<file path="config.mk">
export PLATFORM = sky130hd
export DESIGN_NAME = div_seq_param_flat
export DESIGN_NICKNAME = d
export VERILOG_FILES = /design/src/rtl/div_seq_param_if.sv /design/src/rtl/div_seq_param.sv /design/src/flat_wrapper.sv
export SDC_FILE = /design/constraint.sdc
export NUM_CORES = 1
export LEC_CHECK = 0
export BUFFER_PORTS_ARGS = -buffer_cell sky130_fd_sc_hd__buf_2
export CORE_ASPECT_RATIO = 2
export CORE_UTILIZATION = 40
export CTS_BUF_LIST = sky130_fd_sc_hd__clkbuf_4 sky130_fd_sc_hd__clkbuf_8 sky130_fd_sc_hd__clkbuf_16
export CTS_CLUSTER_SIZE = 14
export DETAILED_ROUTE_END_ITERATION = 10
export GPL_TIMING_DRIVEN = 1
export PLACE_DENSITY = 0.7
export SETUP_SLACK_MARGIN = 0.05
export SLEW_MARGIN = 25
export SYNTH_ARGS = -nofsm -noshare
export SYNTH_HDL_FRONTEND = slang
export SYNTH_SLANG_ARGS = --single-unit
</file>
<file path="constraint.sdc">
create_clock -name clk -period 13.2 [get_ports clk]
set_clock_uncertainty 0.1 [all_clocks]
set_input_delay 0 -clock clk [delete_from_list [all_inputs] [get_ports clk]]
set_output_delay 0 -clock clk [all_outputs]
set_load 0.02 [all_outputs]
</file>
<file path="src/rtl/div_seq_param_if.sv">
// Handshake and data bundle for the sequential divider in the multdiv unit.
interface div_seq_param_if #(
  parameter int WIDTH = 32
);
  logic             ctrl_DIV;
  logic             is_signed;
  logic [WIDTH-1:0] data_operandA;
  logic [WIDTH-1:0] data_operandB;
  logic [WIDTH-1:0] result;
  logic [WIDTH-1:0] remainder;
  logic             data_exception;
  logic             data_resultRDY;
  logic             busy;

  // Requester side: MULT/DIV control.
  modport master (
    output ctrl_DIV, is_signed, data_operandA, data_operandB,
    input  result, remainder, data_exception, data_resultRDY, busy
  );

  // Divider side.
  modport slave (
    input  ctrl_DIV, is_signed, data_operandA, data_operandB,
    output result, remainder, data_exception, data_resultRDY, busy
  );
endinterface

</file>
<file path="src/rtl/div_seq_param.sv">
// Parametrised multi-cycle restoring divider, one quotient bit per cycle.
// Signed operands are divided as magnitudes and the signs are fixed up at
// writeback: the quotient truncates toward zero and the remainder follows
// the dividend's sign.
module div_seq_param #(
  parameter int WIDTH = 32,
  parameter int CNT_W = 6
) (
  input logic            clk,
  input logic            reset,
  div_seq_param_if.slave bus
);

  typedef enum logic [1:0] {IDLE, CALC, DONE} state_t;

  state_t             state_q, state_d;
  logic [CNT_W-1:0]   cnt_q, cnt_d;
  logic [WIDTH-1:0]   a_q, a_d;          // raw dividend, returned on divide-by-zero
  logic [WIDTH-1:0]   dvd_q, dvd_d;      // |A|, shifted out MSB first
  logic [WIDTH-1:0]   bmag_q, bmag_d;    // |B|
  logic [WIDTH-1:0]   quo_q, quo_d;
  logic [WIDTH-1:0]   rem_q, rem_d;
  logic               neg_q_q, neg_q_d;
  logic               neg_r_q, neg_r_d;
  logic [WIDTH-1:0]   result_q, result_d;
  logic [WIDTH-1:0]   remainder_q, remainder_d;
  logic               exc_q, exc_d;

  logic               s_a, s_b;
  logic [WIDTH:0]     shifted;
  logic [WIDTH+1:0]   trial;
  logic               q_bit;
  logic [WIDTH-1:0]   quo_step, rem_step;

  function automatic logic [WIDTH-1:0] negate(input logic [WIDTH-1:0] x);
    return (~x) + WIDTH'(1);
  endfunction

  // Next-state, datapath step and writeback.
  always_comb begin
    state_d     = state_q;
    cnt_d       = cnt_q;
    a_d         = a_q;
    dvd_d       = dvd_q;
    bmag_d      = bmag_q;
    quo_d       = quo_q;
    rem_d       = rem_q;
    neg_q_d     = neg_q_q;
    neg_r_d     = neg_r_q;
    result_d    = result_q;
    remainder_d = remainder_q;
    exc_d       = exc_q;
    s_a         = bus.is_signed & bus.data_operandA[WIDTH-1];
    s_b         = bus.is_signed & bus.data_operandB[WIDTH-1];

    // The full previous remainder is kept in the shift so that unsigned
    // divisors above 2^(WIDTH-1) cannot lose the partial remainder's MSB.
    shifted  = {rem_q, dvd_q[WIDTH-1]};
    trial    = {1'b0, shifted} - {2'b00, bmag_q};
    q_bit    = ~trial[WIDTH+1];
    rem_step = q_bit ? trial[WIDTH-1:0] : shifted[WIDTH-1:0];
    quo_step = {quo_q[WIDTH-2:0], q_bit};

    if (bus.ctrl_DIV) begin
      // Start from IDLE/DONE, or abort-and-restart from CALC.
      a_d     = bus.data_operandA;
      dvd_d   = s_a ? negate(bus.data_operandA) : bus.data_operandA;
      bmag_d  = s_b ? negate(bus.data_operandB) : bus.data_operandB;
      neg_q_d = s_a ^ s_b;
      neg_r_d = s_a;
      quo_d   = '0;
      rem_d   = '0;
      cnt_d   = '0;
      state_d = CALC;
    end else begin
      case (state_q)
        IDLE: state_d = IDLE;
        DONE: state_d = IDLE;
        CALC: begin
          if (bmag_q == '0) begin
            result_d    = '0;
            remainder_d = a_q;
            exc_d       = 1'b1;
            state_d     = DONE;
          end else begin
            dvd_d = {dvd_q[WIDTH-2:0], 1'b0};
            quo_d = quo_step;
            rem_d = rem_step;
            cnt_d = cnt_q + CNT_W'(1);
            if (cnt_q == CNT_W'(WIDTH - 1)) begin
              result_d    = neg_q_q ? negate(quo_step) : quo_step;
              remainder_d = neg_r_q ? negate(rem_step) : rem_step;
              exc_d       = 1'b0;
              state_d     = DONE;
            end
          end
        end
        default: state_d = IDLE;
      endcase
    end
  end

  // State and datapath registers, cleared asynchronously.
  always_ff @(posedge clk or posedge reset) begin
    if (reset) begin
      state_q     <= IDLE;
      cnt_q       <= '0;
      a_q         <= '0;
      dvd_q       <= '0;
      bmag_q      <= '0;
      quo_q       <= '0;
      rem_q       <= '0;
      neg_q_q     <= 1'b0;
      neg_r_q     <= 1'b0;
      result_q    <= '0;
      remainder_q <= '0;
      exc_q       <= 1'b0;
    end else begin
      state_q     <= state_d;
      cnt_q       <= cnt_d;
      a_q         <= a_d;
      dvd_q       <= dvd_d;
      bmag_q      <= bmag_d;
      quo_q       <= quo_d;
      rem_q       <= rem_d;
      neg_q_q     <= neg_q_d;
      neg_r_q     <= neg_r_d;
      result_q    <= result_d;
      remainder_q <= remainder_d;
      exc_q       <= exc_d;
    end
  end

  assign bus.result         = result_q;
  assign bus.remainder      = remainder_q;
  assign bus.data_exception = exc_q;
  assign bus.data_resultRDY = (state_q == DONE);
  assign bus.busy           = (state_q == CALC);

endmodule
</file>
<file path="src/flat_wrapper.sv">
// flat-port wrapper written by rule: the top's interface ports become plain ports
module div_seq_param_flat 
#(
  parameter int WIDTH = 32,
  parameter int CNT_W = 6
)
  (clk, reset, bus_ctrl_DIV, bus_is_signed, bus_data_operandA, bus_data_operandB, bus_result, bus_remainder, bus_data_exception, bus_data_resultRDY, bus_busy);
  div_seq_param_if #(.WIDTH(WIDTH)) bus_i ();
  input logic clk;
  input logic reset;
  input wire logic [$bits(bus_i.ctrl_DIV)-1:0] bus_ctrl_DIV;
  input wire logic [$bits(bus_i.is_signed)-1:0] bus_is_signed;
  input wire logic [$bits(bus_i.data_operandA)-1:0] bus_data_operandA;
  input wire logic [$bits(bus_i.data_operandB)-1:0] bus_data_operandB;
  output wire logic [$bits(bus_i.result)-1:0] bus_result;
  output wire logic [$bits(bus_i.remainder)-1:0] bus_remainder;
  output wire logic [$bits(bus_i.data_exception)-1:0] bus_data_exception;
  output wire logic [$bits(bus_i.data_resultRDY)-1:0] bus_data_resultRDY;
  output wire logic [$bits(bus_i.busy)-1:0] bus_busy;
  assign bus_i.ctrl_DIV = bus_ctrl_DIV;
  assign bus_i.is_signed = bus_is_signed;
  assign bus_i.data_operandA = bus_data_operandA;
  assign bus_i.data_operandB = bus_data_operandB;
  assign bus_result = bus_i.result;
  assign bus_remainder = bus_i.remainder;
  assign bus_data_exception = bus_i.data_exception;
  assign bus_data_resultRDY = bus_i.data_resultRDY;
  assign bus_busy = bus_i.busy;
  div_seq_param #(.WIDTH(WIDTH), .CNT_W(CNT_W)) u_core (.clk(clk), .reset(reset), .bus(bus_i));
endmodule
</file>
After elaboration in Yosys (flattened, before gate mapping)
Index checks and enable logic that the tools add are counted.

Logic and storage cells: 64. Output and inout port bits: 67. Bits in read-only memories: 0. Register bits: 234. Memories kept: 0. Memory bits (writable): 0. Bits in latches: 0.

Divide/modulo/power cells: 0. Bitwise logic cells: 9. Multiplexer cells: 27. Add/subtract/negate cells: 6. Reduce and logical (&&, ||, !) cells: 5. $mul: 0. Shift-type cells: 0. Equality and inequality tests: 5. Magnitude comparators: 0.

Operator list (count): $mux 32 (15); $add 32x1->32 const B (4); $not 32->32 (4); $mux 31 (3); $sub 33x32->34 (1); $logic_not 32->1 (1); $mux 6 (3); $mux 2 (4); $add 6x1->6 const B (1); $eq 6x5->1 const B (1); $ne 4x2->1 const B (1); $reduce_bool 2->1 (2); $reduce_and 3->1 (1); $and 1x1->1 (2); $eq 2x1->1 const B (1); $eq 2x2->1 const B (1); $mux 1 (2); $ne 2x2->1 const B (1); $not 1->1 (2); $reduce_and 2->1 (1); $xor 1x1->1 (1).

Longest topological paths before layout
Gate-level depths: netlist of run 1.

Depth in word-level cells: 7. Gate-level depth with buffers: 21. Depth with buffers taken out: 16.

Worst setup path after synthesis of run 1
No wires, ideal clock.

Path type: register -> register. From: reg u_core.rem_q[18]. To: reg u_core.remainder_q[20] (netlist: u_core.bus.remainder[20]). Arrival: 4.575 ns. Data required time: 12.963 ns. Period minus slack after synthesis: 4.812 ns. Stages on the path, launching flop included: 20. Path buffers: 4. Path slack: 8.388 ns. Setup time: 0.137 ns. Path through: dfrtp_1 > ha_1 > clkbuf_1 > and4_1 > nand3_1 > o22ai_1 > a21oi_1 > nand2_2 > buf_1 > clkbuf_1 > buf_1 > nand2_1 > o21ai_0 > ha_1 > inv_1 > or3_1 > o31ai_1 > a21boi_1 > xor2_1 > a21oi_1.

Word-level cells in the longest chain between the ends: 7.

RTL lines: from (decl) (line div_seq_param.sv:22) `logic [WIDTH-1:0] rem_q, rem_d;`; from (signal assigned) (line div_seq_param.sv:125) `rem_q <= rem_d;`; $sub 33x32->34 (line div_seq_param.sv:59) `trial = {1'b0, shifted} - {2'b00, bmag_q};`; $mux 32 (*) (line div_seq_param.sv:61) `rem_step = q_bit ? trial[WIDTH-1:0] : shifted[WIDTH-1:0];`; $not 32->32 (line div_seq_param.sv:36) `return (~x) + WIDTH'(1);`; $add 32x1->32 (line div_seq_param.sv:36); $mux 32 (*) (line div_seq_param.sv:92) `remainder_d = neg_r_q ? negate(rem_step) : rem_step;`; $mux 32 (*) (line div_seq_param.sv:90) `if (cnt_q == CNT_W'(WIDTH - 1)) begin`; $mux 32 (*) (line div_seq_param.sv:80) `if (bmag_q == '0) begin`; to (signal assigned) (line div_seq_param.sv:129) `remainder_q <= remainder_d;`; to (decl) (line div_seq_param.sv:26) `logic [WIDTH-1:0] remainder_q, remainder_d;`.

Mark *: on every way between the ends. The rest lies on a longest branch, timed or not. The select of a mux whose other input is x is not followed. A chain may end at the register's enable or synchronous reset.

Worst setup path in the final report of run 1
From: reg u_core.rem_q[3]. To: reg u_core.remainder_q[27] (netlist: u_core.bus.remainder[27]).

Same word-level chain as after synthesis.

==> impl_metrics.ini, run 1 <==
[placed_design]
routabilityCongestion = 0.952
io_buffer_count = 134
place_ws_ns = 8.04
placed_area_um2 = 15400
hpwl_um = 31400

[clock_network]
cts.htree.levels = 1
insertion_delay_ns = 0.53
clkTransAtPathRegs_ns = 0.07
cts_made_buffers = 23
cts_tree = built
root_buffer = clkbuf_16
cts_buffer_depth = 3
clock-sinks = 234

[sta]
finalSetupViolations = 0
min_period_ns = 5.21
hold_viol = 2
rsz0062_at_grt = no
relSlewSlack_pct = 35.1
worst_slack_ns = 7.99
final-max-slew-violation-count = 0
tightest_slew_ns = 0.973
post-route-period-util_pct = 39.5
max_freq_mhz = 192
fin_setup_tns_ns = 0
hold_slack_ns = -0.0115

[routing]
via_count = 12900
drtPass1Iterations = 5
drc = 0
wire_per_inst_um = 18.8
detail_route.vias_per_cell = 5.73
drt_iter0_drc = 807
wl_um = 42400
ant_nets = 0

[layout]
area_delta_synth_final_pct = 19.2
utilization_pct = 48.6
nets = 1911
drive_gt1_share_pct = 13.2
final_area_um2 = 17100
regArea_um2 = 5860
fill_cells = 3347
multi_input_area_um2 = 7960
antenna_cells = 0

[power]
ir_drop_v = 0.0000945
p_per_area_nw_per_um2 = 100
p_leak_nw = 7.75

[synthesis]
synthTopCellsByCount = dfrtp_1, nand2_1, o21ai_0
synthesis.area_um2 = 14300
synth_edf_count = 0
yosysMostFrequentCell = dfrtp_1
yosysUniqueCellTypes = 80
synthArstFlopShare_pct = 100
yosysTopAreaCell = dfrtp_1
syn_nets = 1725
synth_ff_type = dfrtp_1
yosysWarnings = 0
postSynthCellCount = 1619
yosysTopAreaCellShare_pct = 40.8
synth_seq_area_share_pct = 40.8
yosys-top-cells-area = dfrtp_1, o21ai_0, nand2_1
synth_area_per_cell_um2 = 8.86
ys_seq_elements = 234

[critical_path]
reg2reg_to = u_core.bus.remainder[27]
cp.depth = 15
critPathLaunchType = register
path_cells = ha_1 -> o211ai_1 -> a21o_1 -> a211oi_1 -> o211ai_1 -> nand2_2 -> buf_4 -> inv_2 -> buf_4 -> o31ai_1 -> o211ai_2 -> or4_4 -> o41ai_4 -> xnor2_1 -> a31oi_1
reg2reg_from = u_core.rem_q[3]
regToRegSetupSlack_ns = 7.99
cp.arrival_ns = 5.49
cpLargestDelayFamily = compound AO/OA/AOI/OAI gates
critical_path_class = register to register
path_buf_inv = 3
ff2ff_path_depth = 15
slowest_delay_ns = 0.61
worst-path-max-fanout = 46
cp.required_ns = 13.48
crit_path_end_kind = register
slowest_stage = a211oi_1

[global_route]
antenna_found_initial = 0
grt_use_met2_pct = 43.2
grt_pass1_wl_um = 67900
grt_pass1_vias = 12900
grt-ovfl-total = 0
grt_max_degree = 103
track_usage_pct = 23.3
grt.met3_usage_pct = 1.82
grtUsageMet1_pct = 26.0
grt.busiest_layer = met2

[floorplanning]
die_area_um2 = 36700
fp.dieW_um = 136
coreArea_um2 = 35200
num_rows = 97
die_y_um = 270
initial_core_util_pct = 40.8
io_pins = 135

[flow_run]
maxCapViolCount = 0

[hold_path]
hold_class = input pin to async pin

[run_status]
status = finished, violations left
violations = hold timing
-- state kept, by name, indices dropped and copies added, names as in the netlist --
name and count:
u_core.cnt_q 6, u_core.neg_r_q 1, u_core.bus.remainder 32, u_core.bmag_q 32, u_core.a_q 32, u_core.quo_q 31
u_core.rem_q 32, u_core.dvd_q 32, u_core.state_q 2, u_core.bus.result 32, u_core.bus.data_exception 1, u_core.neg_q_q 1
-- worst max-delay path by stage --
stage	start	to	slack (ns)
2_1_floorplan	reset	u_core.a_q[0]	6.68
3_3_place_gp	u_core.rem_q[3]	u_core.bus.remainder[27]	8.19
3_5_place_dp	u_core.rem_q[3]	u_core.bus.remainder[27]	8.04
4_1_cts	u_core.rem_q[3]	u_core.bus.remainder[27]	8.04
5_1_grt	u_core.rem_q[3]	u_core.bus.remainder[31]	7.80
6_report	u_core.rem_q[3]	u_core.bus.remainder[27]	7.99
-- cells in the final DEF, fill, tap and decap left out, types with 10 or more instances in the layout --
cell,synthesis,final
xor2_1,74,74
nand2b_1,10,10
a22o_1,38,38
nor2_1,119,117
dlygate4sd3_1,0,92
xnor2_1,60,60
o21ai_1,15,15
nor4_1,20,20
o21ai_0,160,159
dfrtp_1,234,234
buf_4,0,14
o41ai_1,12,12
a31oi_1,10,10
and3_1,14,14
mux2_2,34,34
a21o_1,12,12
mux2i_1,48,48
or3_1,25,25
o31ai_1,30,30
buf_2,1,133
a21oi_1,113,113
or4_1,11,11
clkbuf_16,0,23
inv_1,64,63
nand3_1,17,17
o22ai_1,27,27
ha_1,37,37
nand2_1,194,194
nor3_1,26,26
-- stage by stage --
step | std cells | total power, mW
3_3_place_gp | 2132 | 1.02
4_1_cts | 2261 | 1.72
5_1_grt | 2261 | 1.78
2_1_floorplan | 1619 | 0.951
6_report | 2261 | 1.71
3_5_place_dp | 2133 | 1.03
-- logic make-up (layout without fill, tap and decap cells) --
kind of cell,Yosys count,count (layout),share of synthesized area [%]
multiplexers,82,82,6.02
buffers and inverters,146,343,3.83
AND/OR/NAND/NOR,489,489,15.9
adder cells (fa/ha/maj),38,38,3.37
flip-flops,234,234,40.8
AO/OA/AOI/OAI,496,496,21.8
XOR/XNOR,134,134,8.18
-- timing repair --
action,CTS,global route
buffers inserted,0,0
hold buffers,92,0
endpoints found under the hold margin,184,0
gates resized for setup,0,0
-- per-layer routing --
| layer | share of wire [%] | wire, um |
|---|---|---|
| met5 | 0 | 0 |
| met4 | 5.0 | 2110 |
| met3 | 3.8 | 1610 |
| met2 | 54 | 22700 |
| met1 | 38 | 16000 |
-- layout make-up --
cell class / count / area share (%)
Clock buffer: 28 / 3.70
Clock inverter: 8 / 0.600
Inverter: 66 / 1.49
Multi-Input combinational cell: 1239 / 46.6
Sequential cell: 234 / 34.3
Tap cell: 445 / 3.26
Timing Repair Buffer: 241 / 10.1
-- power breakdown --
group	internal, mW	total (mW)	leakage (nW)	switching [mW]
clock network	0.378	0.669	0.359	0.291
logic	0.111	0.261	4.35	0.150
registers	0.752	0.780	3.04	0.0278
total	1.24	1.71	7.75	0.468
-- worst min-delay path, cell delays in order --
cell	delay (ns)
dlygate4sd3_1	0.54
buf_2	0.15
inv_8	0.41
Note: power is estimated with default switching activity, not from simulation.
==> run 2, diff against run 1 <==
--- a/config.mk
+++ b/config.mk
@@ -12,7 +12,7 @@
 export CTS_CLUSTER_SIZE = 14
 export DETAILED_ROUTE_END_ITERATION = 10
 export GPL_TIMING_DRIVEN = 1
-export PLACE_DENSITY = 0.7
+export PLACE_DENSITY = 0.72
 export SETUP_SLACK_MARGIN = 0.05
 export SLEW_MARGIN = 25
 export SYNTH_ARGS = -nofsm -noshare
==> constraint.sdc (replaced) <==
create_clock -name clk -period 4.6 [get_ports clk]
set_clock_uncertainty 0.1 [all_clocks]
set_input_delay 0 -clock clk [delete_from_list [all_inputs] [get_ports clk]]
set_output_delay 0 -clock clk [all_outputs]
set_load 0.02 [all_outputs]
==> run 2 against run 1 <==
Flip-flop and latch count unchanged. Combinational power increased to 2.9 times the previous value. Sequential share of layout area decreased by 0.39 points. Largest cell class unchanged. Final area increased by 1.2%. Critical path type unchanged. Non-clock buffer count increased by 23. The flow now finishes without violations. Register-to-register slack got worse by 7.8 ns. Final cell count increased by 1.1%.
==> impl_metrics.ini, run 2 (synthesis results as in run 1) <==
[floorplanning]
coreArea_um2 = 35200
die_area_um2 = 36700
io_pins = 135
num_rows = 97
die_y_um = 270
fp.dieW_um = 136
initial_core_util_pct = 40.8

[placed_design]
placed_area_um2 = 15600
hpwl_um = 31100
routabilityCongestion = 0.890
dp.cells = 2160
io_buffer_count = 134

[hold_path]
hold_class = input pin to async pin

[flow_run]
maxCapViolCount = 0

[global_route]
grt_pass1_vias = 13100
grt_pass1_wl_um = 66600
grt_max_degree = 129
track_usage_pct = 22.7
grt-ovfl-total = 0
antenna_found_initial = 0

[clock_network]
clkTransAtPathRegs_ns = 0.07
cts_buffer_depth = 3
root_buffer = clkbuf_16
insertion_delay_ns = 0.52
clock-sinks = 234
cts_tree = built
cts_made_buffers = 22
cts.htree.levels = 1

[routing]
wire_per_inst_um = 18.2
drt_iter0_drc = 571
wl_um = 41500
ant_nets = 0
via_count = 13000
detail_route.vias_per_cell = 5.68
drc = 0
drtPass1Iterations = 5

[layout]
antenna_cells = 0
mostFrequentLayoutCell = dfrtp_1
area_delta_synth_final_pct = 20.6
drive_gt1_share_pct = 14.9
layout_common_cells = dfrtp_1, nand2_1, o21ai_0
final_area_um2 = 17300
nets = 1933
finalNonFillerCells = 2286

[critical_path]
setup.worst_path.start = u_core.dvd_q[31]
cp.required_ns = 4.86
worst-path-max-fanout = 5
slowest_delay_ns = 0.62
path_cells = inv_1 -> ha_1 -> fa_2 -> xnor2_2 -> or4_1 -> a21oi_2 -> or4b_4 -> o41ai_4 -> o211ai_2 -> or4_4 -> o41ai_4 -> xnor2_1 -> a31oi_1
crit_path_end_kind = register
critPathLaunchType = register
cp.arrival_ns = 4.68
regToRegSetupSlack_ns = 0.18
cp_common_cell = o41ai_4
slowest_stage = or4_4
reg2reg_from = u_core.dvd_q[31]
critical_path_class = register to register
path_buf_inv = 1
cpLargestDelayFamily = simple AND/OR/NAND/NOR gates

[power]
pwr-share-comb_pct = 15.3
power_frac_seq_pct = 45.2
p_clk_share_pct = 39.5
switching_share_pct = 26.4
p_per_area_nw_per_um2 = 286
internal_power_mw = 3.64
switchingPower_mw = 1.31
p_leak_nw = 7.88
ir_drop_v = 0.000228

[sta]
post-route-period-util_pct = 96.2
min_period_ns = 4.42
rsz0062_at_grt = yes
fin_setup_tns_ns = 0
final-max-slew-violation-count = 0
finalSetupViolations = 0
max_freq_mhz = 226
hold_viol = 0
relSlewSlack_pct = 33.0
tightest_slew_ns = 1.00

[run_status]
status = complete, no violations
## run 2: power groups by stage
stage	sequential [mW]	combinational (mW)	clock (mW)
2_1_floorplan	2.24	0.484	0
3_3_place_gp	2.27	0.663	0
6_report	2.24	0.759	1.95
4_1_cts	2.24	0.747	1.99
3_5_place_dp	2.27	0.675	0
5_1_grt	2.25	0.842	2.07
## run 2: tightest hold or removal path, stage by stage
cell and delay (ns):
dlygate4sd3_1 0.53, buf_2 0.13, clkinvlp_4 0.09, buf_12 0.42
## run 2: layer usage
layer / track usage [%] / share of wire (%) / vias up / routed length [um]
li1: - / - / 6220 / -
met5: 0 / 0 / - / 0
met4: 13.0 / 5.7 / 0 / 2350
met3: 1.95 / 3.7 / 124 / 1530
met2: 41.9 / 53 / 377 / 21900
met1: 24.9 / 38 / 6272 / 15800
## run 2: area by class of cell
cell class                      instances  area (um2)
Inverter                               66         251
Clock inverter                          6         105
Multi-Input combinational cell       1239        7980
Sequential cell                       234        5860
Clock buffer                           32         656
Fill cell                            3332       17900
Timing Repair Buffer                  264        1890
Tap cell                              445         557
## run 2: worst paths after layout
check,to,depth (start not counted)
hold reg to reg,u_core.bus.data_exception,2
hold / removal,u_core.dvd_q[2],4
setup reg to reg,u_core.bus.remainder[27],13
min in group clk,u_core.a_q[20],3
setup / recovery,u_core.bus.remainder[27],13
max in group asynchronous,u_core.rem_q[26],4
## run 2: through the flow
step	util [%]	worst slack (ns)	total power, mW	hold WS, ns
6_report	49.1	0.177	4.95	0.0708
3_3_place_gp	44.4	0.261	2.93	0.135
3_5_place_dp	44.4	0.175	2.95	0.138
4_1_cts	49.0	0.154	4.97	0.138
5_1_grt	49.1	0.00987	5.17	0.151
2_1_floorplan	-	0.0510	2.73	0.0341
## run 2: timing repair
item | CTS | global route
buffers inserted | 0 | 2
endpoints found under the setup margin | 0 | 5
hold endpoints to repair | 330 | 0
resized for setup | 0 | 4
hold buffers | 86 | 0
